## src/rtl/alu_hs.sv

```systemverilog
// alu_hs: registered ALU with a valid/ready handshake on both sides.
// Single-cycle ops register their result and flags at the accept edge. MUL is an iterative
// shift-add multiply that consumes one multiplier bit per edge.
// Optional feature macro: ALU_HS_MUL_EN enables opcode 1011 (MUL). When the macro is
// undefined, 1011 behaves as a reserved opcode.
module alu_hs #(
  parameter int unsigned WIDTH = 32
) (
  input  logic             CLK,
  input  logic             RESET_n,
  input  logic             In_Valid,
  output logic             In_Ready,
  input  logic [WIDTH-1:0] Src_A,
  input  logic [WIDTH-1:0] Src_B,
  input  logic [3:0]       ALUControl,
  input  logic             Carry_In,
  output logic             Out_Valid,
  input  logic             Out_Ready,
  output logic [WIDTH-1:0] ALUResult,
  output logic [3:0]       ALUFlags
);

  localparam logic [1:0] StIdle = 2'd0;
  localparam logic [1:0] StMul  = 2'd1;
  localparam logic [1:0] StDone = 2'd2;

  logic [1:0]       state_q, state_d;
  logic [WIDTH-1:0] res_q, res_d;
  logic [3:0]       flags_q, flags_d;
  logic             accept;

  // Adder operands after inversion; shared by all carry-producing ops.
  logic [WIDTH-1:0] add_x, add_y;
  logic             add_c, is_arith;
  logic [WIDTH:0]   sum;
  logic [WIDTH-1:0] res_sc;
  logic [3:0]       flags_sc;

`ifdef ALU_HS_MUL_EN
  localparam int unsigned CntW = $clog2(WIDTH) + 1;
  logic [CntW-1:0]  mul_cnt_q, mul_cnt_d;
  logic [WIDTH-1:0] mul_a_q, mul_a_d;   // multiplicand, shifted left each step
  logic [WIDTH-1:0] mul_b_q, mul_b_d;   // multiplier, shifted right each step
  logic [WIDTH-1:0] mul_acc_q, mul_acc_d;
`endif

  assign Out_Valid = (state_q == StDone);
  assign In_Ready  = (state_q == StIdle) | ((state_q == StDone) & Out_Ready);
  assign accept    = In_Valid & In_Ready;
  assign ALUResult = res_q;
  assign ALUFlags  = flags_q;

  // Select adder operands and carry-in for the arithmetic opcodes.
  always_comb begin
    add_x    = Src_A;
    add_y    = Src_B;
    add_c    = 1'b0;
    is_arith = 1'b0;
    case (ALUControl)
      4'b0000: is_arith = 1'b1;
      4'b0001: begin add_y = ~Src_B; add_c = 1'b1;     is_arith = 1'b1; end
      4'b0110: begin add_c = Carry_In;                 is_arith = 1'b1; end
      4'b0111: begin add_y = ~Src_B; add_c = Carry_In; is_arith = 1'b1; end
      4'b1000: begin add_x = Src_B; add_y = ~Src_A; add_c = 1'b1; is_arith = 1'b1; end
      default: ;
    endcase
  end

  assign sum = {1'b0, add_x} + {1'b0, add_y} + {{WIDTH{1'b0}}, add_c};

  // Single-cycle result and flags; reserved (and MUL here) yield zero.
  always_comb begin
    res_sc = '0;
    case (ALUControl)
      4'b0000, 4'b0001, 4'b0110, 4'b0111, 4'b1000: res_sc = sum[WIDTH-1:0];
      4'b0010: res_sc = Src_A & Src_B;
      4'b0011: res_sc = Src_A | Src_B;
      4'b0100: res_sc = Src_A ^ Src_B;
      4'b0101: res_sc = Src_A & ~Src_B;
      4'b1001: res_sc = Src_B;
      4'b1010: res_sc = ~Src_B;
      default: res_sc = '0;
    endcase
    flags_sc[3] = res_sc[WIDTH-1];
    flags_sc[2] = (res_sc == '0);
    flags_sc[1] = is_arith & sum[WIDTH];
    flags_sc[0] = is_arith & (add_x[WIDTH-1] == add_y[WIDTH-1]) &
                  (sum[WIDTH-1] != add_x[WIDTH-1]);
  end

  // Handshake FSM, result registers and multiply iteration.
  always_comb begin
    state_d = state_q;
    res_d   = res_q;
    flags_d = flags_q;
`ifdef ALU_HS_MUL_EN
    mul_cnt_d = mul_cnt_q;
    mul_a_d   = mul_a_q;
    mul_b_d   = mul_b_q;
    mul_acc_d = mul_acc_q;
`endif
    case (state_q)
      StIdle, StDone: begin
        if (accept) begin
`ifdef ALU_HS_MUL_EN
          if (ALUControl == 4'b1011) begin
            state_d   = StMul;
            mul_cnt_d = '0;
            mul_a_d   = Src_A;
            mul_b_d   = Src_B;
            mul_acc_d = '0;
          end else begin
            state_d = StDone;
            res_d   = res_sc;
            flags_d = flags_sc;
          end
`else
          state_d = StDone;
          res_d   = res_sc;
          flags_d = flags_sc;
`endif
        end else if (state_q == StDone && Out_Ready) begin
          state_d = StIdle;
        end
      end
`ifdef ALU_HS_MUL_EN
      StMul: begin
        // WIDTH iterations, then one more edge to publish the product.
        if (mul_cnt_q == CntW'(WIDTH)) begin
          state_d = StDone;
          res_d   = mul_acc_q;
          flags_d = {mul_acc_q[WIDTH-1], (mul_acc_q == '0), 2'b00};
        end else begin
          if (mul_b_q[0]) mul_acc_d = mul_acc_q + mul_a_q;
          mul_a_d   = mul_a_q << 1;
          mul_b_d   = mul_b_q >> 1;
          mul_cnt_d = mul_cnt_q + CntW'(1);
        end
      end
`endif
      default: state_d = StIdle;
    endcase
  end

  // State registers with asynchronous active-low reset.
  always_ff @(posedge CLK or negedge RESET_n) begin
    if (!RESET_n) begin
      state_q   <= StIdle;
      res_q     <= '0;
      flags_q   <= '0;
`ifdef ALU_HS_MUL_EN
      mul_cnt_q <= '0;
      mul_a_q   <= '0;
      mul_b_q   <= '0;
      mul_acc_q <= '0;
`endif
    end else begin
      state_q   <= state_d;
      res_q     <= res_d;
      flags_q   <= flags_d;
`ifdef ALU_HS_MUL_EN
      mul_cnt_q <= mul_cnt_d;
      mul_a_q   <= mul_a_d;
      mul_b_q   <= mul_b_d;
      mul_acc_q <= mul_acc_d;
`endif
    end
  end

endmodule

```

## config.mk

```make
export PLATFORM = sky130hd
export DESIGN_NAME = alu_hs
export DESIGN_NICKNAME = d
export VERILOG_FILES = /design/src/rtl/alu_hs.sv
export SDC_FILE = /design/constraint.sdc
export NUM_CORES = 1
export LEC_CHECK = 0
export ABC_AREA = 1
export CAP_MARGIN = 20
export CORE_MARGIN = 4
export CORE_UTILIZATION = 48
export CTS_BUF_LIST = sky130_fd_sc_hd__clkbuf_8
export DETAILED_ROUTE_END_ITERATION = 12
export PLACE_DENSITY_LB_ADDON = 0.25
export REMOVE_ABC_BUFFERS = 1
export SYNTH_ARGS = -nofsm -noshare
export SYNTH_HDL_FRONTEND = slang
export SYNTH_SLANG_ARGS = --single-unit
export TNS_END_PERCENT = 100
```

## constraint.sdc

```tcl
create_clock -name CLK -period 1.45 [get_ports CLK]
set_input_delay 0.145 -clock CLK [delete_from_list [all_inputs] [get_ports CLK]]
set_output_delay 0.145 -clock CLK [all_outputs]
set_load 0.01 [all_outputs]
```

==> results.md, run 1 <==
* Post-synthesis average cell area at 5.48 µm²
* Synth unique cells at 38
* DP HPWL at 22.9 mm
* Ys async rst share at 100%
* Clock buffer depth at 2
* Number of synthesized flops with an enable pin at 0
* Largest net degree at the start of global routing at 40
* Die X at 128 µm
* Seq cells post-synth at 36
* Outcome: did not finish
* CTS Root Buffer Type: clkbuf_8
* Error: [ERROR GRT-0232] Routing congestion too high. Check the congestion heatmap in the GUI.
* Cell Area, Synth at around 7000 µm²
* Total track usage at 94.6%
* Port bufs at 110
* Last step reached: global routing
* Routability Congestion at 1.04
* Sinks on Clock Net at 36
* Synth warn at 0
* Post-GRT worst EP: ALUFlags[2]$_DFFE_PN0P_/D
* Grt ovf at 1270
* Ys flop type: dfrtp_1
* DIE HEIGHT at 128 µm
* Sequential cell area fraction in the yosys report at 12.9%
* Worst endpoint pin kind: sequential cell input
* Num CTS Buffers at 5
* Starting density of the core at between 40% and 50%
* Post-Syn Instances at 1269
* H-tree depth at 2
* Num rows at 43
* Num ports at 111
## kinds of logic after synthesis
family	synth area share [%]
and+or+nand+nor	38.8
DFF	12.9
xor gates and xnor gates	1.76
AOI/OAI and AO/OA	20.7
buffers and inverters	13.9
adders and majority gates	11.9
## synthesized netlist by cell type (all sizes together) (10+ instances only)
master    n  area (µm²)
nand2   404        1540
inv     203         762
o21ai   139         696
nor2    133         514
nand3    69         363
ha       63         788
a21oi    38         190
dfrtp    36         901
a22oi    31         233
clkbuf   25        93.8
a31oi    22         138
nor3     20         100
buf      17         109
o211ai   17         128
xor2     14         123
nand4    11        68.8
nand3b   10        75.1
## timing repair
item	CTS
setup buffers	57
gates cloned	5
pin swaps	117
endpoints found under the hold margin	36
endpoints found under the setup margin	36
resized for setup	371
hold buffers	1
## metrics by stage
stage	instance area, µm²	instances	worst slack, ps	setup TNS [ps]	utilization [%]
floorplan	6760	1227	-2210	-62880	-
global placement	10600	1827	-2450	-64800	75.5
detailed placement	10600	1827	-2460	-67570	75.5
CTS	12600	1897	-1260	-33480	89.4
## metal layers
metal  global-route usage [%]  GRT overflow
met4                      109           289
met3                     68.6             3
met1                     85.1            21
met5                     22.4             0
met2                      126           957
==> run 2, diff against run 1 <==
--- a/config.mk
+++ b/config.mk
@@ -8,10 +8,9 @@
 export ABC_AREA = 1
 export CAP_MARGIN = 20
 export CORE_MARGIN = 4
-export CORE_UTILIZATION = 48
-export CTS_BUF_LIST = sky130_fd_sc_hd__clkbuf_8
+export CORE_UTILIZATION = 33
 export DETAILED_ROUTE_END_ITERATION = 12
-export PLACE_DENSITY_LB_ADDON = 0.25
+export PLACE_DENSITY_LB_ADDON = 0.15
 export REMOVE_ABC_BUFFERS = 1
 export SYNTH_ARGS = -nofsm -noshare
 export SYNTH_HDL_FRONTEND = slang
==> run 2 against run 1 <==
  * The flow now finishes, with violations (setup timing)
  * Area after synthesis unchanged
  * Synthesized cell count unchanged
==> results.md, run 2 <==
* Ys async rst share at 100%
* DR top layer: met4
* Largest register FFs at 32
* Commonest non-fill, non-tap cell in the layout: buf_4
* Number of synthesized flops with an enable pin at 0
* Met3 routed WL at approximately 1.4 mm
* Cell Area, Synth at 6960 µm²
* CTS Root Buffer Type: clkbuf_16
* CP Launch Type: input port
* Grt ovf at 0
* Starting density of the core at 34.0%
* Synth warn at 0
* H-tree depth at 2
* Ys flop type: dfrtp_1
* Largest net degree at the start of global routing at 37
* Die X at 153 µm
* Final max-slew violation count at 0
* First-pass GRT wire length at 47.2 mm
* WL final at 30.0 mm
* Clk_skew at 2.68 ps
* DIE HEIGHT at 153 µm
* Nets@finish at between 1500 and 2000
* Switch Pwr at roughly 3.8 mW
* Gate power share at 72.2%
* Synth unique cells at 38
* Outcome: finished, violations left
* # setup viols final at 35
* Pint at 5.01 mW
* Ant diodes at 0
* Top post-synthesis cells by area: nand2_1 22%, dfrtp_1 13%, ha_1 11%
* Met2 wire length at 14.5 mm
* Fillers at 1781
* Vias in the first global route at 9618
* Post-synthesis average cell area at ~5.5 µm²
* Critical R2R Launch: state_q[1]
* Pre-antenna DRT Iters at 5
* Sequential cell area fraction in the yosys report at approximately an eighth
* HP Class: in -> async
* Initial antenna violation count at 0
* Worst Tran Pin Value at roughly 680 ps
* Total power at just under 9 mW
* Num ports at 111
* Worst-skew pair later-pin latency at 300 ps
* Die Footprint at 23500 µm²
* Crit-path max FO at 4
* VDD IR max at 0.000447 V
* Finished Core Util at 65.3%
* Commonest cells after routing, fill and taps aside: 291 x buf_4, 283 x nand2_1, 168 x inv_1
* Number of max-cap violations at 0
* Leakage power at 6.58 nW
* WP data required at 1690 ps
* WL met1 at 13.6 mm
* Via count at 9811
* Post-Syn Instances at 1269
* Minimum clock period at 2740 ps
* Synthesis-to-finish area growth at 92.4%
* Sequential power share at 14.8%
* Vias per Instance at 4.97
* Port bufs at 110
* Crit path arrival time at 2980 ps
* Num CTS Buffers at 5
* Most frequent cell after synthesis: nand2_1
* Reg2Reg Setup Slack at -40 ps
* Final period util at 189%
* R2R depth at 11
* Clock power share at a little over an eighth
* Sinks on Clock Net at 36
* Fraction of layout cells with a size suffix above 1 at 43.1%
* Crit end category: flip-flop
* Setup slack at placement at -2370 ps
* RSZ-0062 raised after global routing: yes
* Core ar. at 20500 µm²
* PwrDens at 661 nW/µm²
* DRT antenna net count at 0
* Failing checks: setup timing
* Slew headroom at 54.8%
* R2r endpoint: ALUFlags[2]
* Peak Freq at approximately 0.36 GHz
* CTS clock-pin slew for the worst setup and hold paths at 70 ps
* Seq cells post-synth at 36
* Synth area leader: nand2_1
* Total track usage at 24.1%
* Top-area cell type share of the netlist area at 21.6%
* Initial DRC count at 540
* Commonest cells in the netlist: 400 x nand2_1, 200 x inv_1, 132 x o21ai_0
* WL/cell at 15.2 µm
* Residual DRC at 0
* Num rows at 52
* Final worst setup slack at -1290 ps
* TritonCTS clock tree: built
* DP HPWL at between 20 and 25 mm
* Final Hold Viols at 0
* Routability Congestion at around 0.92
* WS Path Type: in -> reg
* Switching share of power at 43.3%
* Clock buffer depth at 2
* Hold Slack at 349 ps
## run 2: cell counts after synthesis
No cell type changed its count.
## run 2: worst max path at each step
stage                  start          end  slack, ps  cells after the start
6_report       ALUControl[3]  ALUFlags[2]      -1290                     27
3_5_place_dp   ALUControl[2]  ALUFlags[2]      -2370                     28
3_3_place_gp   ALUControl[1]  ALUFlags[2]      -2360                     27
2_1_floorplan  ALUControl[3]  ALUFlags[0]      -2210                     17
4_1_cts        ALUControl[2]  ALUFlags[2]      -1220                     29
5_1_grt        ALUControl[2]  ALUFlags[2]      -1460                     29
## run 2: timing repair
item	4_1_cts	5_1_grt
setup buffers	47	13
hold endpoints to repair	36	0
gates cloned	4	1
hold buffers	1	0
gates resized for setup	397	200
pin swaps	143	105
endpoints found under the setup margin	36	35
## run 2: cell families (layout without fill, tap and decap cells)
logic type / after synthesis / after routing / synth area share [%]
AOI/OAI and AO/OA: 254 / 254 / 20.7
DFF: 36 / 36 / 12.9
and+or+nand+nor: 654 / 655 / 38.8
adders and majority gates: 65 / 65 / 11.9
buffers and inverters: 246 / 679 / 13.9
xor gates and xnor gates: 14 / 14 / 1.76
## run 2: worst max-delay path, stage by stage
cell and delay, ps:
buf_12 110, nor2_4 110, nand2_2 70, nand2_2 80, nand2_4 60, inv_4 70
nor2_4 40, buf_6 110, a21oi_4 120, fa_2 210, inv_2 50, fa_2 410
nand2_4 100, inv_2 50, nand2_2 90, nand2_4 70, nand3_4 100, nand4_1 120
nand3_2 150, nand2_2 70, nor2_2 90, nand2_2 100, nor2_1 120, nand2_1 100
nor2_1 110, nand2_1 60, nand2_1 60
## run 2: through the flow
step | std cells | setup TNS [ps] | area [µm²]
2_1_floorplan | 1227 | -62880 | 6760
3_3_place_gp | 1902 | -63290 | 10600
3_5_place_dp | 1902 | -64670 | 10600
4_1_cts | 1961 | -32100 | 12400
5_1_grt | 1973 | -37630 | 13400
6_report | 1973 | -32790 | 13400
## run 2: area by class of cell
class                           instances  area, µm²  area share (%)
Clock buffer                            5        125           0.934
Sequential cell                        36        901            6.73
Inverter                              204        781            5.83
Multi-Input combinational cell        988       6960            52.0
Clock inverter                          3       23.8           0.178
Tap cell                              270        338            2.52
Timing Repair Buffer                  467       4260            31.8
## run 2: power by group through the flow
stage	sequential [mW]	clock, mW	combinational (mW)
after floorplan	1.40	0	2.00
after global placement	1.32	0	4.47
after detailed placement	1.32	0	4.50
after CTS	1.31	1.18	5.62
after global routing	1.33	1.21	6.90
final	1.31	1.16	6.39
## run 2: routing by layer
layer	up-vias	global-route usage, %
li1	4992	-
met1	4535	32.8
met2	236	41.0
met3	48	3.22
met4	0	4.84
met5	-	0
No activity file was read; power rests on OpenSTA's default activity.
==> run 3, diff against run 2 <==
--- a/config.mk
+++ b/config.mk
@@ -8,7 +8,7 @@
 export ABC_AREA = 1
 export CAP_MARGIN = 20
 export CORE_MARGIN = 4
-export CORE_UTILIZATION = 33
+export CORE_UTILIZATION = 50
 export DETAILED_ROUTE_END_ITERATION = 12
 export PLACE_DENSITY_LB_ADDON = 0.15
 export REMOVE_ABC_BUFFERS = 1
==> constraint.sdc (replaced) <==
create_clock -name CLK -period 3.25 [get_ports CLK]
set_input_delay 0.325 -clock CLK [delete_from_list [all_inputs] [get_ports CLK]]
set_output_delay 0.325 -clock CLK [all_outputs]
set_load 0.01 [all_outputs]
==> run 3 against run 2 <==
  * The run now ends clean
  * Clock power shrank 49%
  * Clock skew up 6.8 ps
  * Clock-buffer cell count unchanged
  * Largest power group unchanged
==> results.md, run 3 (synthesis results as in run 2) <==
* Outcome: finished clean
* Final period util at 94.4%
* Worst-skew pair later-pin latency at 300 ps
* TritonCTS clock tree: built
* Register area at 901 µm²
* Crit-path max FO at 7
* CP dominant cell by count: nand2_1
* WL/cell at 15.0 µm
* WP data required at 3490 ps
* DRT antenna net count at 0
* First-pass GRT wire length at 41.2 mm
* Commonest non-fill, non-tap cell in the layout: nand2_1
* CTS clock-pin slew for the worst setup and hold paths at 70 ps
* WP buf/inv at 6
* Core ar. at 13500 µm²
* Sinks on Clock Net at 36
* Setup slack at placement at -695 ps
* Leakage power at 5.41 nW
* Crit path arrival time at 3310 ps
* Largest delay share family, worst path: simple AND/OR/NAND/NOR gates
* # setup viols final at 0
* Die Footprint at 15900 µm²
* CTS Root Buffer Type: clkbuf_16
* Vias in the first global route at 8601
* Area of the multi-input gates at 5540 µm²
* Final Hold Viols at 0
* Ant diodes at 0
* Commonest cells after routing, fill and taps aside: 361 x nand2_1, 193 x inv_1, 181 x buf_4
* Grt ovf at 0
* CP peak stage delay at about 320 ps
* CP Launch Type: input port
* Pre-antenna DRT Iters at 5
* Hold Buf Count CTS at 0
* Largest register FFs at 32
* Worst Tran Pin Value at 992 ps
* Nets@finish at 1675
* Routability Congestion at 0.981
* Hold Slack at 188 ps
* Pint at roughly 1.9 mW
* VDD IR max at 0.000301 V
* Total track usage at between 30% and 40%
* Sequential power share at between 10% and 20%
* Via count at between 9000 and 10000
* Fillers at 1150
* RSZ-0062 raised after global routing: no
* Placed Area at 9430 µm²
* Final worst setup slack at 180 ps
* Minimum clock period at 3070 ps
* WL final at around 26 mm
* Switch Pwr at around 1.4 mW
* Reg2Reg Setup Slack at 1620 ps
* Clock power share at 18.3%
* H-tree depth at 2
* Clock buffer depth at 2
* Peak Freq at between 0.3 and 0.4 GHz
* Die X at 126 µm
* Number of max-cap violations at 0
* Num ports at around 110
* Starting density of the core at 51.7%
* Placed insts at 1682
* Vias per Instance at 5.39
* Initial antenna violation count at 0
* Initial DRC count at 709
* Synthesis-to-finish area growth at 47.0%
* Num CTS Buffers at 5
* Crit end category: flip-flop
* WS Path Type: in -> reg
* Residual DRC at 0
* Cell at the slowest stage of the critical path: or2_2
* PwrDens at 316 nW/µm²
* Fraction of layout cells with a size suffix above 1 at 22.6%
* Clk_skew at 9.51 ps
* Switching share of power at between 40% and 50%
* Largest net degree at the start of global routing at 45
* Gate power share at 63.8%
* Final max-slew violation count at 0
* DIE HEIGHT at 126 µm
* Post-layout instance area at between 10000 and 15000 µm²
* Total Neg Setup Slack at 0 ps
* HP Class: in -> async
* Slew headroom at 33.9%
* DP HPWL at around 20 mm
* Cell Count, Final, Fillers Out at between 1500 and 2000
* Num rows at 42
* Port bufs at 110
==> run 3: cell types whose count changed in the layout (fill, tap and decap cells not counted), sizes merged <==
cell / before / now
clkbuf: 6 / 8
dlygate4sd2: 2 / 0
bufinv: 0 / 1
dlygate4sd3: 1 / 0
buf: 360 / 194
nand3: 70 / 69
clkdlybuf4s50: 102 / 105
clkinvlp: 2 / 1
==> run 3: worst paths after layout <==
kind / start / to / depth (start not counted)
worst max-delay path: ALUControl[2] / ALUFlags[2] / 27
worst min-delay path: RESET_n / ALUResult[30] / 1
worst max register to register: state_q[1] / ALUResult[19] / 7
worst min register to register: ALUFlags[1] / ALUFlags[1] / 2
max in group asynchronous: RESET_n / ALUResult[14] / 1
min in group CLK: ALUFlags[1] / ALUFlags[1] / 2
==> run 3: power by group through the flow <==
stage | clock network [mW] | registers (mW) | logic [mW]
after floorplan | 0 | 0.625 | 0.891
after global placement | 0 | 0.582 | 1.79
after detailed placement | 0 | 0.585 | 1.82
after CTS | 0.596 | 0.578 | 1.92
after global routing | 0.610 | 0.590 | 2.26
final | 0.593 | 0.579 | 2.06
==> run 3: timing repair <==
action,in CTS,in global routing
cloned,1,0
setup endpoints to repair,14,20
buffers inserted,10,13
pin swaps,27,53
gates resized for setup,74,98
==> run 3: final cells by class <==
cell class | instances | share of cell area (%)
well taps | 176 | 2.15
inverters | 204 | 7.49
multi-input cells | 987 | 54.2
clock buffers | 5 | 1.22
flip-flops and latches | 36 | 8.81
repair buffers | 303 | 25.7
clock inverters | 3 | 0.416
==> run 3: routing by layer <==
layer / share of wire, % / track usage (%)
met2: 45 / 51.5
met4: 3.0 / 9.53
met1: 44 / 41.3
met5: 0 / 0
met3: 7.8 / 6.31
==> run 3: per-stage QoR <==
step | utilization, % | total power [mW]
final | 76.0 | 3.23
after global routing | 76.0 | 3.46
after CTS | 73.5 | 3.09
after detailed placement | 70.1 | 2.40
after global placement | 70.1 | 2.38
after floorplan | - | 1.52
